## src/rtl/pwm_pkg.sv

```systemverilog
// pwm_pkg: register map, ctrl bit positions and ctrl struct shared by the PWM core
package pwm_pkg;
  localparam logic [4:0] PWM_DVSR_REG = 5'd0;
  localparam logic [4:0] PWM_CTRL_REG = 5'd1;
  localparam logic [4:0] PWM_STAT_REG = 5'd2;
  localparam logic [4:0] PWM_DUTY_BASE = 5'd16;
  localparam int CTRL_EN = 0;
  localparam int CTRL_CENTER = 1;
  localparam int CTRL_SYNC = 2;
  typedef struct packed {
    logic sync_load;
    logic center;
    logic en;
  } pwm_ctrl_t;
endpackage

```

## src/rtl/pwm_timebase.sv

```systemverilog
// pwm_timebase: prescaler, W-bit period counter (edge or up/down when PWM_CENTER_ALIGN_EN), boundary pulse
// ports: clk, rst, en, center (requested mode), pre_clr (restart prescaler), dvsr, cnt, boundary (tick where cnt becomes 0)
module pwm_timebase #(
  parameter int W = 10,
  parameter int PRE_W = 16
) (
  input  logic             clk,
  input  logic             rst,
  input  logic             en,
  input  logic             center,
  input  logic             pre_clr,
  input  logic [PRE_W-1:0] dvsr,
  output logic [W-1:0]     cnt,
  output logic             boundary
);
  localparam logic [W-1:0] MAX = '1;
  logic [PRE_W-1:0] pre;
  logic [W-1:0] cnt_nxt;
  logic tick;
  assign tick = en && pre == dvsr;
`ifdef PWM_CENTER_ALIGN_EN
  logic mode, down;
  assign cnt_nxt = (mode && (down || cnt == MAX)) ? cnt - 1'b1 : cnt + 1'b1;
  assign boundary = tick && (mode ? down && cnt == W'(1) : cnt == MAX);
  // the mode only switches between periods so the running period completes unchanged
  always_ff @(posedge clk) begin
    if (rst || !en) begin
      mode <= center;
      down <= 1'b0;
    end else if (tick) begin
      down <= mode && (down ? cnt != W'(1) : cnt == MAX);
      if (boundary) mode <= center;
    end
  end
`else
  logic unused_center;
  assign unused_center = center;
  assign cnt_nxt = cnt + 1'b1;
  assign boundary = tick && cnt == MAX;
`endif
  always_ff @(posedge clk) begin
    if (rst || !en) begin
      pre <= '0;
      cnt <= '0;
    end else begin
      pre <= (pre_clr || tick) ? '0 : pre + 1'b1;
      if (tick) cnt <= cnt_nxt;
    end
  end
endmodule

```

## src/rtl/pwm_core_n.sv

```systemverilog
// pwm_core_n: CH-channel W-bit PWM MMIO slot with prescaler, double-buffered duties, period counter
// ports: clk, rst, cs/read/write/addr/wr_data/rd_data (MMIO slot), pwm_out (registered pins)
// optional center-aligned counting is built only when PWM_CENTER_ALIGN_EN is defined
module pwm_core_n import pwm_pkg::*; #(
  parameter int CH = 8,
  parameter int W = 10,
  parameter int PRE_W = 16
) (
  input  logic          clk,
  input  logic          rst,
  input  logic          cs,
  input  logic          read,
  input  logic          write,
  input  logic [4:0]    addr,
  input  logic [31:0]   wr_data,
  output logic [31:0]   rd_data,
  output logic [CH-1:0] pwm_out
);
`ifdef PWM_CENTER_ALIGN_EN
  localparam logic CENTER_OK = 1'b1;
`else
  localparam logic CENTER_OK = 1'b0;
`endif
  logic wr;
  logic [PRE_W-1:0] dvsr;
  pwm_ctrl_t ctrl;
  logic [15:0] period_cnt;
  logic [W-1:0] cnt;
  logic boundary;
  logic [15:0][W:0] duty_rd;
  logic unused_ok;
  assign wr = cs && write;
  assign unused_ok = ^{read, wr_data};
  always_ff @(posedge clk) begin
    if (rst) begin
      dvsr <= '0;
      ctrl <= '0;
      period_cnt <= '0;
    end else begin
      if (wr && addr == PWM_DVSR_REG) dvsr <= wr_data[PRE_W-1:0];
      if (wr && addr == PWM_CTRL_REG)
        ctrl <= '{sync_load: wr_data[CTRL_SYNC], center: wr_data[CTRL_CENTER] & CENTER_OK, en: wr_data[CTRL_EN]};
      period_cnt <= (wr && addr == PWM_CTRL_REG) ? '0 : period_cnt + 16'(boundary);
    end
  end
  pwm_timebase #(.W(W), .PRE_W(PRE_W)) u_timebase (
    .clk,
    .rst,
    .en(ctrl.en),
    .center(ctrl.center),
    .pre_clr(wr && addr == PWM_DVSR_REG),
    .dvsr,
    .cnt,
    .boundary
  );
  for (genvar i = 0; i < CH; i++) begin : g_ch
    logic [W:0] shadow, active;
    logic q;
    // active samples shadow before this edge's write, so a boundary-clock write waits one period
    always_ff @(posedge clk) begin
      if (rst) begin
        shadow <= '0;
        active <= '0;
        q <= 1'b0;
      end else begin
        if (wr && addr == 5'(PWM_DUTY_BASE + i)) shadow <= wr_data[W:0];
        if (!ctrl.sync_load || boundary) active <= shadow;
        q <= ctrl.en && active > {1'b0, cnt};
      end
    end
    assign pwm_out[i] = q;
    assign duty_rd[i] = shadow;
  end
  if (CH < 16) begin : g_pad
    assign duty_rd[15:CH] = '0;
  end
  assign rd_data = addr == PWM_DVSR_REG ? 32'(dvsr) :
                   addr == PWM_CTRL_REG ? 32'(ctrl) :
                   addr == PWM_STAT_REG ? {period_cnt, 16'(cnt)} :
                   (addr[4] && int'(addr[3:0]) < CH) ? 32'(duty_rd[addr[3:0]]) : '0;
endmodule
```

## config.mk

```make
export PLATFORM = sky130hd
export DESIGN_NAME = pwm_core_n
export DESIGN_NICKNAME = d
export VERILOG_FILES = /design/src/rtl/pwm_pkg.sv /design/src/rtl/pwm_timebase.sv /design/src/rtl/pwm_core_n.sv
export SDC_FILE = /design/constraint.sdc
export NUM_CORES = 1
export LEC_CHECK = 0
export CAP_MARGIN = 20
export CORE_MARGIN = 2
export CORE_UTILIZATION = 60
export DETAILED_ROUTE_END_ITERATION = 8
export GPL_ROUTABILITY_DRIVEN = 0
export PLACE_DENSITY_LB_ADDON = 0.2
export SLEW_MARGIN = 20
export SYNTH_ARGS = -nofsm -noshare
export SYNTH_HDL_FRONTEND = slang
export SYNTH_HIERARCHICAL = 1
export SYNTH_SLANG_ARGS = --single-unit
```

## constraint.sdc

```tcl
create_clock -name clk -period 6.62 [get_ports clk]
set_input_delay 1.324 -clock clk [delete_from_list [all_inputs] [get_ports clk]]
set_output_delay 1.324 -clock clk [all_outputs]
set_load 0.05 [all_outputs]
```

# Word-level counts from Yosys, hierarchy flattened

Cells that the tools add are included.

Word-level logic and storage cells: 91
Output and inout port bits: 40
Register bits: 244
Input bits: 42

$add $sub $neg: 3
Equality and inequality tests: 12
$lt $le $gt $ge: 10
Multiplexer cells: 6
Reduce and logical (&&, ||, !) cells: 30

Operators with widths:

| kind                                                | number |
|---|---|
| two-way mux 32 bit                                  | 3 |
| > comparator 11 x 10 -> 1 bit                       | 8 |
| binary-select mux 11 bit (select 4 bit)             | 1 |
| equality test 5 bit, second input constant          | 8 |
| logical AND 1 bit                                   | 22 |
| two-way mux 11 bit                                  | 2 |
| adder 16 x 1 -> 16 bit                              | 1 |
| adder 16 x 1 -> 16 bit, second input constant       | 1 |
| equality test 16 bit                                | 1 |
| adder 10 x 1 -> 10 bit, second input constant       | 1 |
| equality test 10 bit, second input constant         | 1 |
| equality test 5 x 1 -> 1 bit, second input constant | 1 |
| equality test 5 x 2 -> 1 bit, second input constant | 1 |
| zero test 5 bit                                     | 1 |
| < comparator 4 x 5 -> 1 bit, second input constant  | 1 |
| < comparator 4 bit, second input constant           | 1 |
| OR reduction 2 bit                                  | 2 |
| logical OR 1 bit                                    | 3 |
| zero test 1 bit                                     | 2 |

# Logic depth before layout (Yosys ltp)

Word-level depth: 6
Depth in mapped cells: 12
Gate-level depth less buffers: 10

# By module

Netlist, hierarchy kept.

Modules (own cells, without submodules):

| module       | cells an instance | sequential area each (µm²) | area an instance (µm²) | times used |
|---|---|---|---|---|
| pwm_core_n   | 1185              | 4364.2                     | 10704.0                | 1 |
| pwm_timebase | 164               | 520.5                      | 1370.1                 | 1 |

# Least setup slack after synthesis

OpenSTA, ideal clock, no wires.

Path type: input -> output
Start: in addr[0]
End: out rd_data[0]
Arrival: 3273 ps
Path slack: 2023 ps
Data required time: 5296 ps
Stages on the path: 6
Path buffers: 2
Cell sequence: buf_6 -> buf_8 -> nand3b_1 -> a2111oi_0 -> a31oi_1 -> o21ai_0

Word-level cells in the longest chain between the ends: 6
Elaborated cells between the ends (all ways): 11
Those cells by class: order compare (1); eq/ne (2); mux (6); reduce/logical (2)

RTL lines:

| element                                                                       | RTL line         | source |
|---|---|---|
| start: declaration                                                            | pwm_core_n.sv:14 | `input logic [4:0] addr,` |
| binary-select mux 11 bit (select 4 bit) or < comparator 4 bit (tied branches) | pwm_core_n.sv:80 | `(addr[4] && int'(addr[3:0]) < CH) ? 32'(duty_rd[addr[3:0]]) : '0;` |
| two-way mux 11 bit (not written as such) or logical AND 1 bit (tied branches) | pwm_core_n.sv:80 |  |
| two-way mux 11 bit                                                            | pwm_core_n.sv:80 |  |
| two-way mux 32 bit                                                            | pwm_core_n.sv:79 | `addr == PWM_STAT_REG ? {period_cnt, 16'(cnt)} :` |
| two-way mux 32 bit                                                            | pwm_core_n.sv:78 | `addr == PWM_CTRL_REG ? 32'(ctrl) :` |
| two-way mux 32 bit (*)                                                        | pwm_core_n.sv:77 | `assign rd_data = addr == PWM_DVSR_REG ? 32'(dvsr) :` |
| end: declaration                                                              | pwm_core_n.sv:16 | `output logic [31:0] rd_data,` |

Mark *: on every way between the ends. The rest lies on a longest branch, timed or not. The select of a mux whose other input is x is not followed.

# Final worst setup path

Start: in addr[1]
End: out rd_data[5]

The elaborated chain is that of the path after synthesis.

==> results.py <==
metrics = {
    "layout": {
        "drive_above_1_share_pct": 6.64,
        "stdcell_count": 1636,
        "syn2layout_area_growth_pct": 12.5,
        "fill_cells": 1594,
        "diodes": 0,
        "nets": 1478,
    },
    "clock_network": {
        "cts_root_buffer": "clkbuf_16",
        "clock_latency_ns": 0.54,
        "cts_repair_resize_count": 0,
        "numCtsBuffers": 27,
        "cts_tree": "done",
        "clkSlewWorstSetupHoldPaths_ns": 0.06,
        "cts_hold_buf": 0,
        "post-cts-setup-buffer-count": 0,
        "cts_buffer_depth": 3,
        "clkSinkCount": 244,
        "cts_htree_levels": 1,
    },
    "routing": {
        "ant_nets": 0,
        "drc": 0,
        "vias_per_cell": 5.98,
        "vias": 9783,
        "wl_per_cell_um": 19.4,
        "drtIter0Drc": 1052,
        "firstDrtPassIters": 8,
        "wirelength_mm": 31.7,
    },
    "synthesis": {
        "synth_area_sq_um": 12100,
        "synth_nets": 1474,
        "syn_inst": 1348,
        "syn_area_per_cell_sq_um": 8.95,
        "synth-warning-count": 6,
    },
    "sta": {
        "slew_violations": 0,
        "rsz0062_at_grt": "false",
        "fin_worst_skew_ns": 0.0160,
        "slew_headroom_pct": 29.6,
        "fin_crit_ns": 5.79,
        "worst_pin_slew_ns": 1.06,
        "hold_viol": 0,
        "finalCritPeriodShare_pct": 87.4,
        "tns_ns": 0,
        "setup_viol": 0,
        "max_freq_ghz": 0.173,
    },
    "setup_path": {
        "cp-end-kind": "output port",
        "crit_path_max_fanout": 17,
        "worst-setup-path-type": "primary input to output port",
        "cp-start-kind": "primary input",
        "worst-endpoint-required_ns": 5.30,
        "rrSetupSlack_ns": 2.66,
        "cp.arrival_ns": 4.46,
    },
    "placement": {
        "dpl.cell_count": 1588,
        "portBuffers": 64,
        "place_hpwl_mm": 21.1,
    },
    "pwr": {
        "power.density_nw_per_um2": 236,
        "p_leak_nw": 5.54,
        "ir_worst_vdd_mv": 0.264,
    },
    "die": {
        "die_w_um": 146,
        "fp.coreArea_sq_um": 19600,
        "pin_count": 82,
        "std_cell_rows": 51,
        "die_area_sq_um": 21300,
        "fp.dieH_um": 146,
        "initial_utilization_pct": 61.6,
    },
    "grt": {
        "busiest_layer": "met2",
        "grt_max_degree": 113,
        "grt_pass1_wl_mm": 49.4,
        "use_met3_pct": 4.86,
        "gr-total-overflow": 0,
        "grt_usage_pct": 29.0,
        "met1_usage_pct": 41.3,
        "antenna_found_initial": 1,
        "grt_pass1_vias": 9092,
        "gr-usage-met2_pct": 44.8,
    },
    "hold_path": {
        "hold_class": "register to register",
    },
    "run": {
        "drv_cap": 0,
    },
    "run_status": {
        "status": "complete, no violations",
    },
}
[critical path, cell delays in order]
cell and delay [ns]:
clkdlybuf4s50_1 0.90, nor3_2 0.34, buf_4 0.20, and2_1 0.46
a222oi_1 0.20, nand2_1 0.19, clkdlybuf4s50_1 0.83
[layout make-up]
| class | instances | area, sq um | share of cell area, % |
|---|---|---|---|
| inverters | 28 | 105 | 0.774 |
| repair buffers | 74 | 716 | 5.27 |
| clock buffers | 34 | 762 | 5.61 |
| multi-input cells | 977 | 6580 | 48.4 |
| flip-flops and latches | 244 | 4880 | 36.0 |
| clock inverters | 14 | 205 | 1.51 |
| well taps | 265 | 332 | 2.44 |
[power by group]
group	switching, mW	total (mW)	internal [mW]	leakage [nW]
logic	0.0749	0.111	0.0360	3.11
clock network	0.609	1.61	1.00	0.468
registers	0.00322	1.48	1.47	1.96
total	0.687	3.20	2.51	5.54
[through the flow]
stage	setup slack [ns]	util [%]	cell area [sq um]	hold WS [ns]	total power, mW
global route	0.754	69.3	13600	0.468	3.27
detailed placement	0.956	64.4	12600	0.445	1.62
CTS	0.956	69.3	13600	0.455	3.21
finish	0.835	69.3	13600	0.454	3.20
floorplan	2.02	-	12100	0.432	1.58
global placement	0.993	64.4	12600	0.441	1.61
[layout by cell type (no fill, tap or decap), types with 6 or more instances in the layout]
cell / count
clkbuf_8: 6
mux2i_1: 111
mux4_2: 16
nor2_1: 153
clkbuf_16: 27
dfxtp_1: 244
nor2b_1: 11
and4_1: 10
a21oi_1: 118
xor2_1: 28
and2_1: 20
o21ai_0: 16
nand4_1: 11
buf_4: 9
ha_1: 84
a211oi_1: 17
and3_1: 15
inv_1: 28
nand3_1: 25
clkdlybuf4s50_1: 62
xnor2_1: 13
a222oi_1: 8
nand2_1: 232
nor3_1: 9
nand2b_1: 7
a41oi_1: 6
[state kept, by name (all words and copies together) (netlist names)]
signal and count:
g_ch.shadow 88, u_timebase/cnt 10, ctrl 2, dvsr 16
period_cnt 16, u_timebase/pre 16, g_ch.q 8, g_ch.active 88
[per-layer routing]
| metal | vias up | share of wire [%] |
|---|---|---|
| met5 | - | 0 |
| met4 | 0 | 3.4 |
| met3 | 62 | 9.5 |
| met2 | 436 | 44 |
| met1 | 4622 | 43 |
| li1 | 4663 | - |
[final timing paths]
check                                   endpoint  depth (start not counted)                           start
setup reg to reg  g_ch[0].active[7]$_SDFFE_PP0P_                          8  u_timebase/cnt[0]$_SDFFE_PP0P_
hold / removal    g_ch[6].active[0]$_SDFFE_PP0P_                          2  g_ch[6].active[0]$_SDFFE_PP0P_
setup / recovery                      rd_data[5]                          7                         addr[1]
hold reg to reg   g_ch[6].active[0]$_SDFFE_PP0P_                          2  g_ch[6].active[0]$_SDFFE_PP0P_
(Power assumes the default switching activity.)
